$ cat config.mk
export PLATFORM = sky130hd
export DESIGN_NAME = alu_share_arbiter
export DESIGN_NICKNAME = d
export VERILOG_FILES = /design/src/rtl/alu_share_arbiter.sv
export SDC_FILE = /design/constraint.sdc
export NUM_CORES = 1
export LEC_CHECK = 0
export BUFFER_PORTS_ARGS = -buffer_cell sky130_fd_sc_hd__buf_2
export CORE_MARGIN = 8
export CORE_UTILIZATION = 45
export DETAILED_ROUTE_END_ITERATION = 8
export PLACE_DENSITY_LB_ADDON = 0.15
export SLEW_MARGIN = 0
export SYNTH_ARGS = -nofsm -noshare
export SYNTH_HDL_FRONTEND = slang
export SYNTH_SLANG_ARGS = --single-unit
$ cat constraint.sdc
create_clock -name clk_i -period 5.6 [get_ports clk_i]
set_input_delay 0.56 -clock clk_i [delete_from_list [all_inputs] [get_ports clk_i]]
set_output_delay 0.56 -clock clk_i [all_outputs]
set_load 0.01 [all_outputs]
$ cat src/rtl/alu_share_arbiter.sv
// Arbitrates two valid/ready requesters onto one shared ALU: operands are
// registered into the ALU, the result is captured a cycle later and returned to its owner.
//
// state | meaning
// IDLE  | nothing in flight; grant decided combinationally from request valids
// EXEC  | ALU inputs registered and stable; result captured at end of cycle
// RESP  | owner's response valid, held stable until the owner's resp ready
module alu_share_arbiter #(
   parameter int unsigned       DATA_W    = 32,
   parameter int unsigned       CTRL_W    = 4,
   parameter logic [CTRL_W-1:0] IDLE_CTRL = '0,
   parameter bit                FAIR      = 1'b1
) (
   input  logic              clk_i,
   input  logic              rst_i,

   input  logic              req0_valid_i,
   output logic              req0_ready_o,
   input  logic [DATA_W-1:0] req0_src0_i,
   input  logic [DATA_W-1:0] req0_src1_i,
   input  logic [CTRL_W-1:0] req0_ctrl_i,
   output logic              resp0_valid_o,
   input  logic              resp0_ready_i,
   output logic [DATA_W-1:0] resp0_result_o,
   output logic              resp0_zero_o,

   input  logic              req1_valid_i,
   output logic              req1_ready_o,
   input  logic [DATA_W-1:0] req1_src0_i,
   input  logic [DATA_W-1:0] req1_src1_i,
   input  logic [CTRL_W-1:0] req1_ctrl_i,
   output logic              resp1_valid_o,
   input  logic              resp1_ready_i,
   output logic [DATA_W-1:0] resp1_result_o,
   output logic              resp1_zero_o,

   output logic [DATA_W-1:0] alu_src0_o,
   output logic [DATA_W-1:0] alu_src1_o,
   output logic [CTRL_W-1:0] alu_ctrl_o,
   input  logic [DATA_W-1:0] alu_result_i,
   output logic              busy_o
);

   typedef enum logic [1:0] {
      ST_IDLE = 2'd0,
      ST_EXEC = 2'd1,
      ST_RESP = 2'd2
   } state_t;

   state_t              r_state;
   state_t              w_state_nxt;

   logic                r_owner;
   logic                r_last_grant;
   logic [DATA_W-1:0]   r_alu_src0;
   logic [DATA_W-1:0]   r_alu_src1;
   logic [CTRL_W-1:0]   r_alu_ctrl;
   logic                r_resp0_valid;
   logic                r_resp1_valid;
   logic [DATA_W-1:0]   r_resp0_result;
   logic [DATA_W-1:0]   r_resp1_result;
   logic                r_resp0_zero;
   logic                r_resp1_zero;

   logic                w_accept;
   logic                w_grant1;
   logic                w_resp_hs;
   logic                w_ready0;
   logic                w_ready1;
   logic                w_busy;

   // Tie goes to the requester not served last time when FAIR, else to req0.
   assign w_grant1  = req1_valid_i & (~req0_valid_i | (FAIR & ~r_last_grant));
   assign w_accept  = ~rst_i & (r_state == ST_IDLE) & (req0_valid_i | req1_valid_i);
   assign w_resp_hs = (r_state == ST_RESP) & (r_owner ? resp1_ready_i : resp0_ready_i);

   always_ff @(posedge clk_i or posedge rst_i) begin
      if (rst_i) begin
         r_state <= ST_IDLE;
      end else begin
         r_state <= w_state_nxt;
      end
   end

   always_comb begin
      w_state_nxt = r_state;
      case (r_state)
         ST_IDLE: if (w_accept)  w_state_nxt = ST_EXEC;
         ST_EXEC:                w_state_nxt = ST_RESP;
         ST_RESP: if (w_resp_hs) w_state_nxt = ST_IDLE;
         default:                w_state_nxt = ST_IDLE;
      endcase
   end

   always_comb begin
      w_ready0 = 1'b0;
      w_ready1 = 1'b0;
      w_busy   = (r_state != ST_IDLE);
      if (w_accept) begin
         w_ready0 = ~w_grant1;
         w_ready1 = w_grant1;
      end
   end

   always_ff @(posedge clk_i or posedge rst_i) begin
      if (rst_i) begin
         r_owner        <= 1'b0;
         r_last_grant   <= 1'b1;
         r_alu_src0     <= '0;
         r_alu_src1     <= '0;
         r_alu_ctrl     <= IDLE_CTRL;
         r_resp0_valid  <= 1'b0;
         r_resp1_valid  <= 1'b0;
         r_resp0_result <= '0;
         r_resp1_result <= '0;
         r_resp0_zero   <= 1'b0;
         r_resp1_zero   <= 1'b0;
      end else begin
         case (r_state)
            ST_IDLE: begin
               if (w_accept) begin
                  r_owner      <= w_grant1;
                  r_last_grant <= w_grant1;
                  r_alu_src0   <= w_grant1 ? req1_src0_i : req0_src0_i;
                  r_alu_src1   <= w_grant1 ? req1_src1_i : req0_src1_i;
                  r_alu_ctrl   <= w_grant1 ? req1_ctrl_i : req0_ctrl_i;
               end
            end
            ST_EXEC: begin
               // Zero flag is derived here; the ALU's own zero output is not trusted.
               if (r_owner) begin
                  r_resp1_result <= alu_result_i;
                  r_resp1_zero   <= ~|alu_result_i;
                  r_resp1_valid  <= 1'b1;
               end else begin
                  r_resp0_result <= alu_result_i;
                  r_resp0_zero   <= ~|alu_result_i;
                  r_resp0_valid  <= 1'b1;
               end
            end
            ST_RESP: begin
               if (w_resp_hs) begin
                  r_resp0_valid <= 1'b0;
                  r_resp1_valid <= 1'b0;
                  r_alu_ctrl    <= IDLE_CTRL;
               end
            end
            default: ;
         endcase
      end
   end

   assign req0_ready_o   = w_ready0;
   assign req1_ready_o   = w_ready1;
   assign busy_o         = w_busy;
   assign alu_src0_o     = r_alu_src0;
   assign alu_src1_o     = r_alu_src1;
   assign alu_ctrl_o     = r_alu_ctrl;
   assign resp0_valid_o  = r_resp0_valid;
   assign resp1_valid_o  = r_resp1_valid;
   assign resp0_result_o = r_resp0_result;
   assign resp1_result_o = r_resp1_result;
   assign resp0_zero_o   = r_resp0_zero;
   assign resp1_zero_o   = r_resp1_zero;

endmodule

# After elaboration in Yosys (flattened, before gate mapping)
# Index checks and enable logic that the tools add are counted.
word_totals:
  ff_bits: 140
  in_bits: 174
  output_inout_bits: 139
  wordCells: 59
classes:
  eq_ne: 6
  mux: 17
  bitwise: 11
  reduce_logical: 13
ops:
  columns: ["cell", "n"]
  rows:
  - ["$mux 32", 2]
  - ["$reduce_or 32->1", 1]
  - ["$mux 4", 3]
  - ["$reduce_and 3->1", 3]
  - ["$ne 2x2->1 const B", 4]
  - ["$pmux 4 s2", 1]
  - ["$reduce_and 2->1", 4]
  - ["$mux 1", 6]
  - ["$pmux 2 s3", 1]
  - ["$reduce_bool 2->1", 3]
  - ["$not 1->1", 5]
  - ["$and 1x1->1", 4]
  - ["$mux 2", 2]
  - ["$pmux 1 s2", 2]
  - ["$eq 2x1->1 const B", 1]
  - ["$eq 2x2->1 const B", 1]
  - ["$logic_not 2->1", 1]
  - ["$or 1x1->1", 2]
  - ["$logic_not 1->1", 1]

# Depth between registers and ports, before layout
depth:
  depth_word: 6
  mapped_depth: 8
  ltp_nobuf: 5

# Worst setup path after synthesis
# OpenSTA, ideal clock, no wires.
synth_timing:
  path_kind: "reg-to-output"
  start: "register r_state[1]"
  end: "output req0_ready_o"
  arrival_time_ns: 1.584
  required_ns: 5.040
  setup_slack_ns: 3.456
  stages_incl_launch_ff: 7
  n_path_buf: 3
  cell_sequence: "dfrtp_1 > buf_6 > or2_1 > or3_1 > buf_6 > clkbuf_1 > nor2_1"
synth_between:
  elab_chain_len: 4
synth_lines:
  columns: ["element", "line", "text"]
  rows:
  - ["start: declaration", "50", "state_t r_state;"]
  - ["start signal: assignment", "81", "r_state <= w_state_nxt;"]
  - ["$logic_not 2->1", "74", "assign w_accept = ~rst_i & (r_state == ST_IDLE) & (req0_valid_i | req1_valid_i);"]
  - ["$and 1x1->1 (2 in a row)", "74", null]
  - ["$mux 1", "99", "if (w_accept) begin"]
  - ["end: declaration", "18", "output logic req0_ready_o,"]
# Every way passes these cells.

# Worst setup path after layout
layout_timing:
  start: "register r_state[0]"
  end: "output req1_ready_o"
layout_between:
  elab_chain_len: 4
layout_lines:
  columns: ["element", "line", "text"]
  rows:
  - ["$logic_not 2->1", "74", null]
  - ["$and 1x1->1 (2 in a row)", "74", null]
  - ["$mux 1", "99", null]
  - ["end: declaration", "28", "output logic req1_ready_o,"]
# Every way passes these cells.

==> results.toml <==
[routing]
drt_wl_total_um = 17600
vias_per_cell = 4.90
drc = 0
drt_iter0_drc = 148
routed.top_layer = "met4"
wl_met2_um = 8770
drt-met1-wl_um = 6890
num_vias = 4760
dr_wl_met3_um = 1650
antenna_left = 0
firstDrtPassIters = 6
drt-wirelength-per-cell_um = 18.1

[layout]
final_common_cell = "buf_2"
post-route-util = 0.624
layout_common_cells = "buf_2, dfrtp_1, mux2i_1, nand2_1"
nNetsFinal = 956
fillCellCount = 1093
area_growth_pct = 36.8
finalInstanceArea_um2 = 8160
num_antenna_cells = 0
layout-drive-gt1-share = 0.531

[placement]
gp_congestion = 0.904
hpwl_um = 13600
port_buffers = 312
place_area_um2 = 7610

[timing]
fmaxAchievable_mhz = 311
fin_crit_ps = 3210
timing.final.crit_share = 0.574
fin_tns_setup_ps = 0
maxSlewHeadroom = 0.231
setup_violations = 0
fin_skew_ps = 4.78
finalHoldViolations = 0
rsz0062_at_grt = "no"
worstMarginPinSlew_ps = 1150
final_max_slew_viol_count = 0

[clocking]
clock_latency_ps = 400
cts.path.max_buffers = 2
ctsHoldBuffers = 0
cts_resized = 0
h-tree-depth = 4
cts_tree = "done"
cts_root_buffer = "clkbuf_16"
numCtsBuffers = 17
clock_sink_count = 140
postCtsSetupBuffers = 0
path_clk_slew_ps = 60

[floorplan]
fp.dieW_um = 131
pin_count = 313
initial_core_util = 0.456
core-area_um2 = 13100
row_count = 42
die_y_um = 131
die_area_um2 = 17200

[worst_setup_path]
cp.arrival_ps = 2650
endpoint_kind = "primary output"
crit_path_start_kind = "flop"
r2r_cells = 4
critPathKind = "flop to primary output"
cp.required_ps = 5040
crit_fanout = 136

[power]
clkPwrFrac = 0.233
leakagePower_nw = 4.26
p_seq_frac = 0.396
power.switching_mw = 1.57
p_comb_frac = 0.371
ir_drop_mv = 0.316
intPower_mw = 2.90
power.share.switching = 0.352
p_per_area_nw_per_um2 = 548

[synth]
ys_seq_elements = 140
synth_cell_types = 24
syn_inst = 480
synth_area_um2 = 5970
seq_area_frac_synth = 0.587
syn_avg_cell_area_um2 = 12.4
ys_async_sr_fraction = 1.00
synth_edf_count = 0
mappedNetlistNets = 654
synth-main-ff-cell = "dfrtp_1"
ys_warn_count = 0

[global_routing]
grt_pass1_vias = 5249
grt_pass1_wl_um = 28100
gr-total-overflow = 0
grt_max_degree = 137
grt_usage = 0.203
antenna_found_initial = 0

[hold_path]
holdCritPathClass = "input port to async pin"

[status]
status = "finished, final reports clean"

[run]
drv_cap = 0
[cell families (layout without fill, tap and decap cells)]
logic type,after synthesis,count (layout),synth area share
simple gates,93,93,0.0705
flops,140,140,0.587
buf+inv,35,350,0.0344
mux,135,135,0.240
compound gates,77,77,0.0675
[metal layers]
metal  up-vias  track usage
met5         -            0
met4         0       0.0710
met3        21       0.0846
met2       187        0.345
met1      2260        0.224
li1       2292            -
[worst max-delay path, stage by stage (launching register included)]
cell	delay, ps
dfrtp_1	570
or2_1	180
or3_4	890
inv_1	200
and2_1	230
buf_2	150
[final timing paths]
kind / from / endpoint / slack [ps]
worst max-delay path: r_state[0] / req1_ready_o / 2390
worst min-delay path: rst_i / alu_src0_o[28] / 290
worst max register to register: r_last_grant / alu_src0_o[15] / 3130
worst min register to register: alu_ctrl_o[3] / alu_ctrl_o[3] / 470
max in group asynchronous: rst_i / alu_src1_o[7] / 4070
min in group clk_i: alu_result_i[7] / resp1_result_o[7] / 420
[synth_stat cells, types with 4 or more instances]
library cell	number	area share
dfrtp_1	139	0.58
nor4_2	4	0.0084
a21o_1	6	0.0075
o21ai_0	66	0.055
clkbuf_1	10	0.0063
buf_2	14	0.012
buf_6	7	0.013
nor2_1	6	0.0038
mux2i_1	69	0.12
mux2_2	66	0.12
nand2_1	68	0.043
nor4_1	8	0.0084
[through the flow]
step                power, mW  hold WS [ps]  setup WS (ps)  cells
floorplan                2.71           492           1290    480
global placement         3.42           459           2820    939
detailed placement       3.48           461           2730    939
CTS                      4.53           334           2350    971
global route             4.76           368           2160    971
finish                   4.47           294           2390    971
[registers in the layout (all words and copies together) (netlist names)]
| register | cells |
|---|---|
| r_state | 2 |
| resp0_valid_o | 1 |
| alu_src1_o | 32 |
| alu_ctrl_o | 4 |
| r_last_grant | 1 |
| resp0_zero_o | 1 |
| resp0_result_o | 32 |
| alu_src0_o | 32 |
| resp1_result_o | 32 |
| resp1_valid_o | 1 |
| resp1_zero_o | 1 |
| r_owner | 1 |
[layout make-up]
class / count / area [µm²] / share of cell area
Clock buffer: 20 / 457 / 0.0560
Multi-Input combinational cell: 305 / 2280 / 0.280
Clock inverter: 12 / 97.6 / 0.0120
Tap cell: 176 / 220 / 0.0270
Sequential cell: 140 / 3500 / 0.429
Timing Repair Buffer: 315 / 1580 / 0.194
Inverter: 3 / 16.3 / 0.00199
[power by group through the flow]
stage                     clock [mW]  combinational, mW  sequential [mW]
after global routing            1.10               1.82             1.83
final                           1.04               1.66             1.77
after detailed placement           0               1.69             1.79
after floorplan                    0              0.734             1.98
after CTS                       1.06               1.70             1.77
after global placement             0               1.66             1.75
No activity file was read; power rests on OpenSTA's default activity.
